**src/rtl/pipe_ctrl_pkg.sv**
```systemverilog
// Shared types for the pipeline hazard controller:
// per-stage destination tags and controller states.
package pipe_ctrl_pkg;

  localparam int TAG_RD_W = 8;

  typedef struct packed {
    logic                valid;
    logic [TAG_RD_W-1:0] rd;
    logic                we;
    logic                is_load;
    logic                is_halt;
  } stage_tag_t;

  typedef enum logic [1:0] {
    RUN    = 2'd0,
    DRAIN  = 2'd1,
    HALTED = 2'd2
  } ctrl_state_e;

  localparam stage_tag_t ZERO_TAG = '0;

endpackage

```
**src/rtl/pipe_hazard_ctrl_fwd_select.sv**
```systemverilog
// Priority search of in-flight tags for one source operand;
// youngest matching stage wins, register 0 never matches.
module fwd_select
  import pipe_ctrl_pkg::*;
#(
  parameter int REG_W      = 5,
  parameter int PIPE_DEPTH = 3,
  parameter int LOAD_LAT   = 1,
  parameter int SEL_W      = 2
) (
  input  stage_tag_t [PIPE_DEPTH-1:0] tags_i,
  input  logic [REG_W-1:0]            src_i,
  input  logic                        used_i,
  output logic [SEL_W-1:0]            sel_o,
  output logic                        load_haz_o
);

  logic                found;
  logic [TAG_RD_W-1:0] src_ext;

  always_comb begin
    sel_o      = '0;
    load_haz_o = 1'b0;
    found      = 1'b0;
    src_ext    = TAG_RD_W'(src_i);
    for (int s = 0; s < PIPE_DEPTH; s++) begin
      if (!found && used_i && (src_i != '0) &&
          tags_i[s].valid && tags_i[s].we &&
          (tags_i[s].rd == src_ext)) begin
        found      = 1'b1;
        sel_o      = SEL_W'(s + 1);
        load_haz_o = tags_i[s].is_load && ((s + 1) <= LOAD_LAT);
      end
    end
  end

endmodule

```
**src/rtl/pipe_hazard_ctrl.sv**
```systemverilog
// Owner of stage advance: forwarding selects, load-use stall,
// redirect flush, cache freeze and halt drain sequencing.
module pipe_hazard_ctrl
  import pipe_ctrl_pkg::*;
#(
  parameter int NUM_REGS   = 32,
  parameter int REG_W      = $clog2(NUM_REGS),
  parameter int PIPE_DEPTH = 3,
  parameter int LOAD_LAT   = 1,
  parameter int SEL_W      = $clog2(PIPE_DEPTH + 1)
) (
  input  logic             clk,
  input  logic             rst_b,
  input  logic             id_valid,
  input  logic [REG_W-1:0] id_rs_num,
  input  logic [REG_W-1:0] id_rt_num,
  input  logic             id_rs_used,
  input  logic             id_rt_used,
  input  logic [REG_W-1:0] id_rd_num,
  input  logic             id_rd_we,
  input  logic             id_is_load,
  input  logic             id_is_halt,
  input  logic             ex_redirect,
  input  logic             mem_busy,
  output logic             pipe_adv,
  output logic             if_hold,
  output logic             id_flush,
  output logic             ex_bubble,
  output logic [SEL_W-1:0] fwd_rs_sel,
  output logic [SEL_W-1:0] fwd_rt_sel,
  output logic             draining,
  output logic             halted
);

  ctrl_state_e                 state_q, state_d;
  stage_tag_t [PIPE_DEPTH-1:0] tags_q, tags_d;
  stage_tag_t                  new_tag;

  logic rs_haz, rt_haz, load_use;
  logic st_run, st_drain, st_halt;
  logic redirect, halt_go;

  fwd_select #(
    .REG_W      (REG_W),
    .PIPE_DEPTH (PIPE_DEPTH),
    .LOAD_LAT   (LOAD_LAT),
    .SEL_W      (SEL_W)
  ) u_fwd_rs (
    .tags_i     (tags_q),
    .src_i      (id_rs_num),
    .used_i     (id_rs_used),
    .sel_o      (fwd_rs_sel),
    .load_haz_o (rs_haz)
  );

  fwd_select #(
    .REG_W      (REG_W),
    .PIPE_DEPTH (PIPE_DEPTH),
    .LOAD_LAT   (LOAD_LAT),
    .SEL_W      (SEL_W)
  ) u_fwd_rt (
    .tags_i     (tags_q),
    .src_i      (id_rt_num),
    .used_i     (id_rt_used),
    .sel_o      (fwd_rt_sel),
    .load_haz_o (rt_haz)
  );

  always_comb begin
    st_run    = (state_q == RUN);
    st_drain  = (state_q == DRAIN);
    st_halt   = (state_q == HALTED);
    load_use  = rs_haz | rt_haz;
    // The halt is youngest while draining, so a redirect then is bogus.
    redirect  = ex_redirect & st_run;
    pipe_adv  = !mem_busy & !st_halt;
    if_hold   = mem_busy | !st_run | (load_use & !redirect);
    id_flush  = redirect;
    ex_bubble = redirect | st_drain | (st_run & load_use);
    draining  = st_drain;
    halted    = st_halt;
    halt_go   = st_run & pipe_adv & id_valid & id_is_halt &
                !load_use & !ex_redirect;
  end

  always_comb begin
    new_tag         = ZERO_TAG;
    new_tag.valid   = id_valid;
    new_tag.rd      = TAG_RD_W'(id_rd_num);
    new_tag.we      = id_rd_we;
    new_tag.is_load = id_is_load;
    new_tag.is_halt = id_is_halt;
    if (ex_bubble) new_tag = ZERO_TAG;
    tags_d = tags_q;
    if (pipe_adv) begin
      tags_d[0] = new_tag;
      for (int s = 1; s < PIPE_DEPTH; s++) tags_d[s] = tags_q[s-1];
    end
  end

  always_comb begin
    state_d = state_q;
    unique case (state_q)
      RUN:     if (halt_go) state_d = DRAIN;
      DRAIN:   if (pipe_adv && tags_q[PIPE_DEPTH-1].valid &&
                   tags_q[PIPE_DEPTH-1].is_halt) state_d = HALTED;
      HALTED:  state_d = HALTED;
      default: state_d = RUN;
    endcase
  end

  always_ff @(posedge clk or negedge rst_b) begin
    if (!rst_b) begin
      state_q <= RUN;
      tags_q  <= '0;
    end else begin
      state_q <= state_d;
      tags_q  <= tags_d;
    end
  end

endmodule

```
**config.mk**
```make
export PLATFORM = sky130hd
export DESIGN_NAME = pipe_hazard_ctrl
export DESIGN_NICKNAME = d
export VERILOG_FILES = /design/src/rtl/pipe_ctrl_pkg.sv /design/src/rtl/pipe_hazard_ctrl_fwd_select.sv /design/src/rtl/pipe_hazard_ctrl.sv
export SDC_FILE = /design/constraint.sdc
export NUM_CORES = 1
export LEC_CHECK = 0
export BUFFER_PORTS_ARGS = -buffer_cell sky130_fd_sc_hd__buf_2
export CORE_ASPECT_RATIO = 0.75
export CORE_UTILIZATION = 40
export DETAILED_ROUTE_END_ITERATION = 12
export GPL_TIMING_DRIVEN = 0
export PLACE_DENSITY = 0.64
export SKIP_LAST_GASP = 1
export SLEW_MARGIN = 20
export SYNTH_ARGS = -nofsm -noshare
export SYNTH_HDL_FRONTEND = slang
export SYNTH_SLANG_ARGS = --single-unit
```
**constraint.sdc**
```tcl
create_clock -name clk -period 2.4 [get_ports clk]
set_input_delay 0.36 -clock clk [delete_from_list [all_inputs] [get_ports clk]]
set_output_delay 0.36 -clock clk [all_outputs]
set_load 0.005 [all_outputs]
```
==> impl_metrics.yaml <==
worst_setup_path:
  reg2reg_depth: 8
  r2r_slack_ns: 0.40
  crit_path_max_fanout: 10
  crit_arrival_ns: 1.91
  r2r-start: "state_q[0]"
  r2r-end: "state_q[1]"
  worstPathRequired_ns: 2.04
  crit_path_start_kind: "primary input"
  endpoint_kind: "output pin"
  endpoint: "ex_bubble"
  path_class: "primary input to output pin"
  crit_start: "id_rt_num[4]"
layout:
  drive_gt1_share_pct: 24.5
  final-seq-area_sq_um: 677
  fillers: 413
  antenna_cells: 0
  final_common_cell: "nand2_1"
  multiInputGateArea_sq_mm: 0.00103
  post-route-util_pct: 50.2
  final_cell_mix: "nand2_1, buf_2, dfrtp_1"
  fin_cells: 288
  areaGrowthSynthToFinish_pct: 20.4
  finalNetCount: 263
placement:
  place_ws_ns: 0.118
  portBuffers: 34
  place_inst: 284
  place.gp.congestion: 0.882
  hpwl_mm: 3.22
sta:
  finalWorstSetupSlack_ns: 0.131
  slew_headroom_pct: 59.9
  post-route-period-util_pct: 94.5
  tightestPinTransition_ns: 0.601
  tns_ns: 0
  setup-violations-final: 0
  skew_ns: 0.00400
  finalCriticalPeriod_ns: 2.27
  final_hold_viol_count: 0
  slew_violations: 0
  max_freq_mhz: 441
  rsz0062_at_grt: "no"
synth:
  synth_area_sq_mm: 0.00169
  ys_ff_latch: 27
  synth.avg_cell_area_sq_um: 8.67
  synth_nets: 224
  ys.warnings.count: 0
  synthCells: 195
  synth_cell_types: 32
  seq_area_frac_synth_pct: 40.0
clock_network:
  clk_path_buf_depth: 2
  cts_tree: "built"
  clockRootBuffer: "clkbuf_8"
  cts_resized: 0
  postCtsHoldBufs: 0
  cts_made_buffers: 3
  path_clk_slew_ns: 0.09
  postCtsSetupBuffers: 0
  clock_latency_ns: 0.27
  clkSinkCount: 27
  htree_levels: 1
floorplanning:
  die_y_microns: 58.3
  start_util_pct: 41.7
  ios: 35
  std_cell_rows: 20
  die_x_microns: 77.1
  dieArea_sq_mm: 0.00449
  design.core.area_sq_mm: 0.00405
job:
  maxCapViolCount: 0
routing:
  vias: 1510
  drt-initial-drc-count: 83
  routed_via_density: 5.24
  drc: 1
  wire_per_inst_microns: 14.4
  firstDrtPassIters: 8
  drtAntennaViolNets: 0
  drt_wl_total_mm: 4.14
run_status:
  violations: "DRC"
  outcome: "complete, but fails checks"
grt:
  grt_pass1_wl_mm: 6.69
  grt_max_degree: 28
  gr-usage-all-layers_pct: 19.6
  grt-ovfl-total: 0
  grt_pass1_vias: 1381
  antenna_found_initial: 0
min_path:
  hold_class: "primary input to asynchronous set/reset pin"
power:
  power_density_mw_per_mm2: 1070
  power.total_uw: 2180
  p_leak_uw: 0.000954
  peakVddDrop_mv: 0.508
-- cells by family (layout without fill, tap and decap cells) --
kind of cell             count (synthesis)  count (layout)  share of synthesized area, %
AO/OA/AOI/OAI                           33              33                          13.6
XOR/XNOR                                30              30                          15.5
adder cells (fa/ha/maj)                  4               4                          2.96
buffers and inverters                   10              48                          2.74
flip-flops                              27              27                          40.0
multiplexers                             2               2                          1.33
AND/OR/NAND/NOR                         89              89                          23.8
-- routing by layer --
layer  GRT usage [%]  wire, microns
met1            29.0           2120
met2            29.8           1790
met3            4.19            199
met4            3.50             25
met5               0              0
-- final cells by class --
class,instances,share of cell area [%]
multi-input cells,158,50.4
inverters,5,0.923
plain buffers,5,1.41
repair buffers,34,8.36
clock buffers,4,2.21
well taps,55,3.38
flip-flops and latches,27,33.3
-- cell usage after synthesis (all sizes together) --
master   count  share of area, %
o22a         2               1.1
o211ai       2               1.5
nand3        2              0.59
a21oi        3              0.89
a22oi       10               4.7
clkbuf       1              0.22
ha           4               3.0
nand4        7               2.6
xor2        12               6.2
xnor2       18               9.3
o21ai       13               3.8
nand4bb      2               1.3
o31a         2               1.0
nand2       60                13
nor4         2              0.74
dfrtp       27                40
nor3         8               2.4
or2          2              0.74
a211o        1              0.52
clkinv       1              0.22
or4          2               1.1
inv          4              0.89
buf          4               1.4
nor2         3              0.67
mux2         2               1.3
nor2b        1              0.37
-- report_power, final --
part           total [uW]  switching, uW  internal, uW  leakage (uW)
Sequential            949            281           668      0.000335
Clock                 254            135           119     0.0000228
Combinational         973            501           472      0.000596
Total                2180            917          1260      0.000954
-- worst min path at each step --
stage	depth (start not counted)	endpoint
after floorplan	0	state_q[0]
after global placement	1	tags_q[6]
after detailed placement	1	tags_q[3]
after CTS	1	tags_q[3]
after global routing	1	tags_q[6]
final	1	tags_q[3]
-- worst max-delay path, stage by stage --
cell      delay, ns
buf_2          0.15
or4_1          0.56
o211ai_2       0.16
o22a_2         0.20
nor2b_2        0.05
buf_6          0.13
o22a_1         0.17
buf_2          0.12
-- flip-flops by register name, indices dropped and copies added, names as in the netlist --
name	cells
state_q	2
tags_q	25
-- stage by stage --
stage / cell area (sq um) / hold WS [ns]
after floorplan: 1690 / 0.0644
final: 2030 / 0.0842
after CTS: 1970 / 0.106
after global placement: 1930 / 0.402
after detailed placement: 1930 / 0.408
after global routing: 2030 / 0.124
Power figures use the tool's default switching activity.
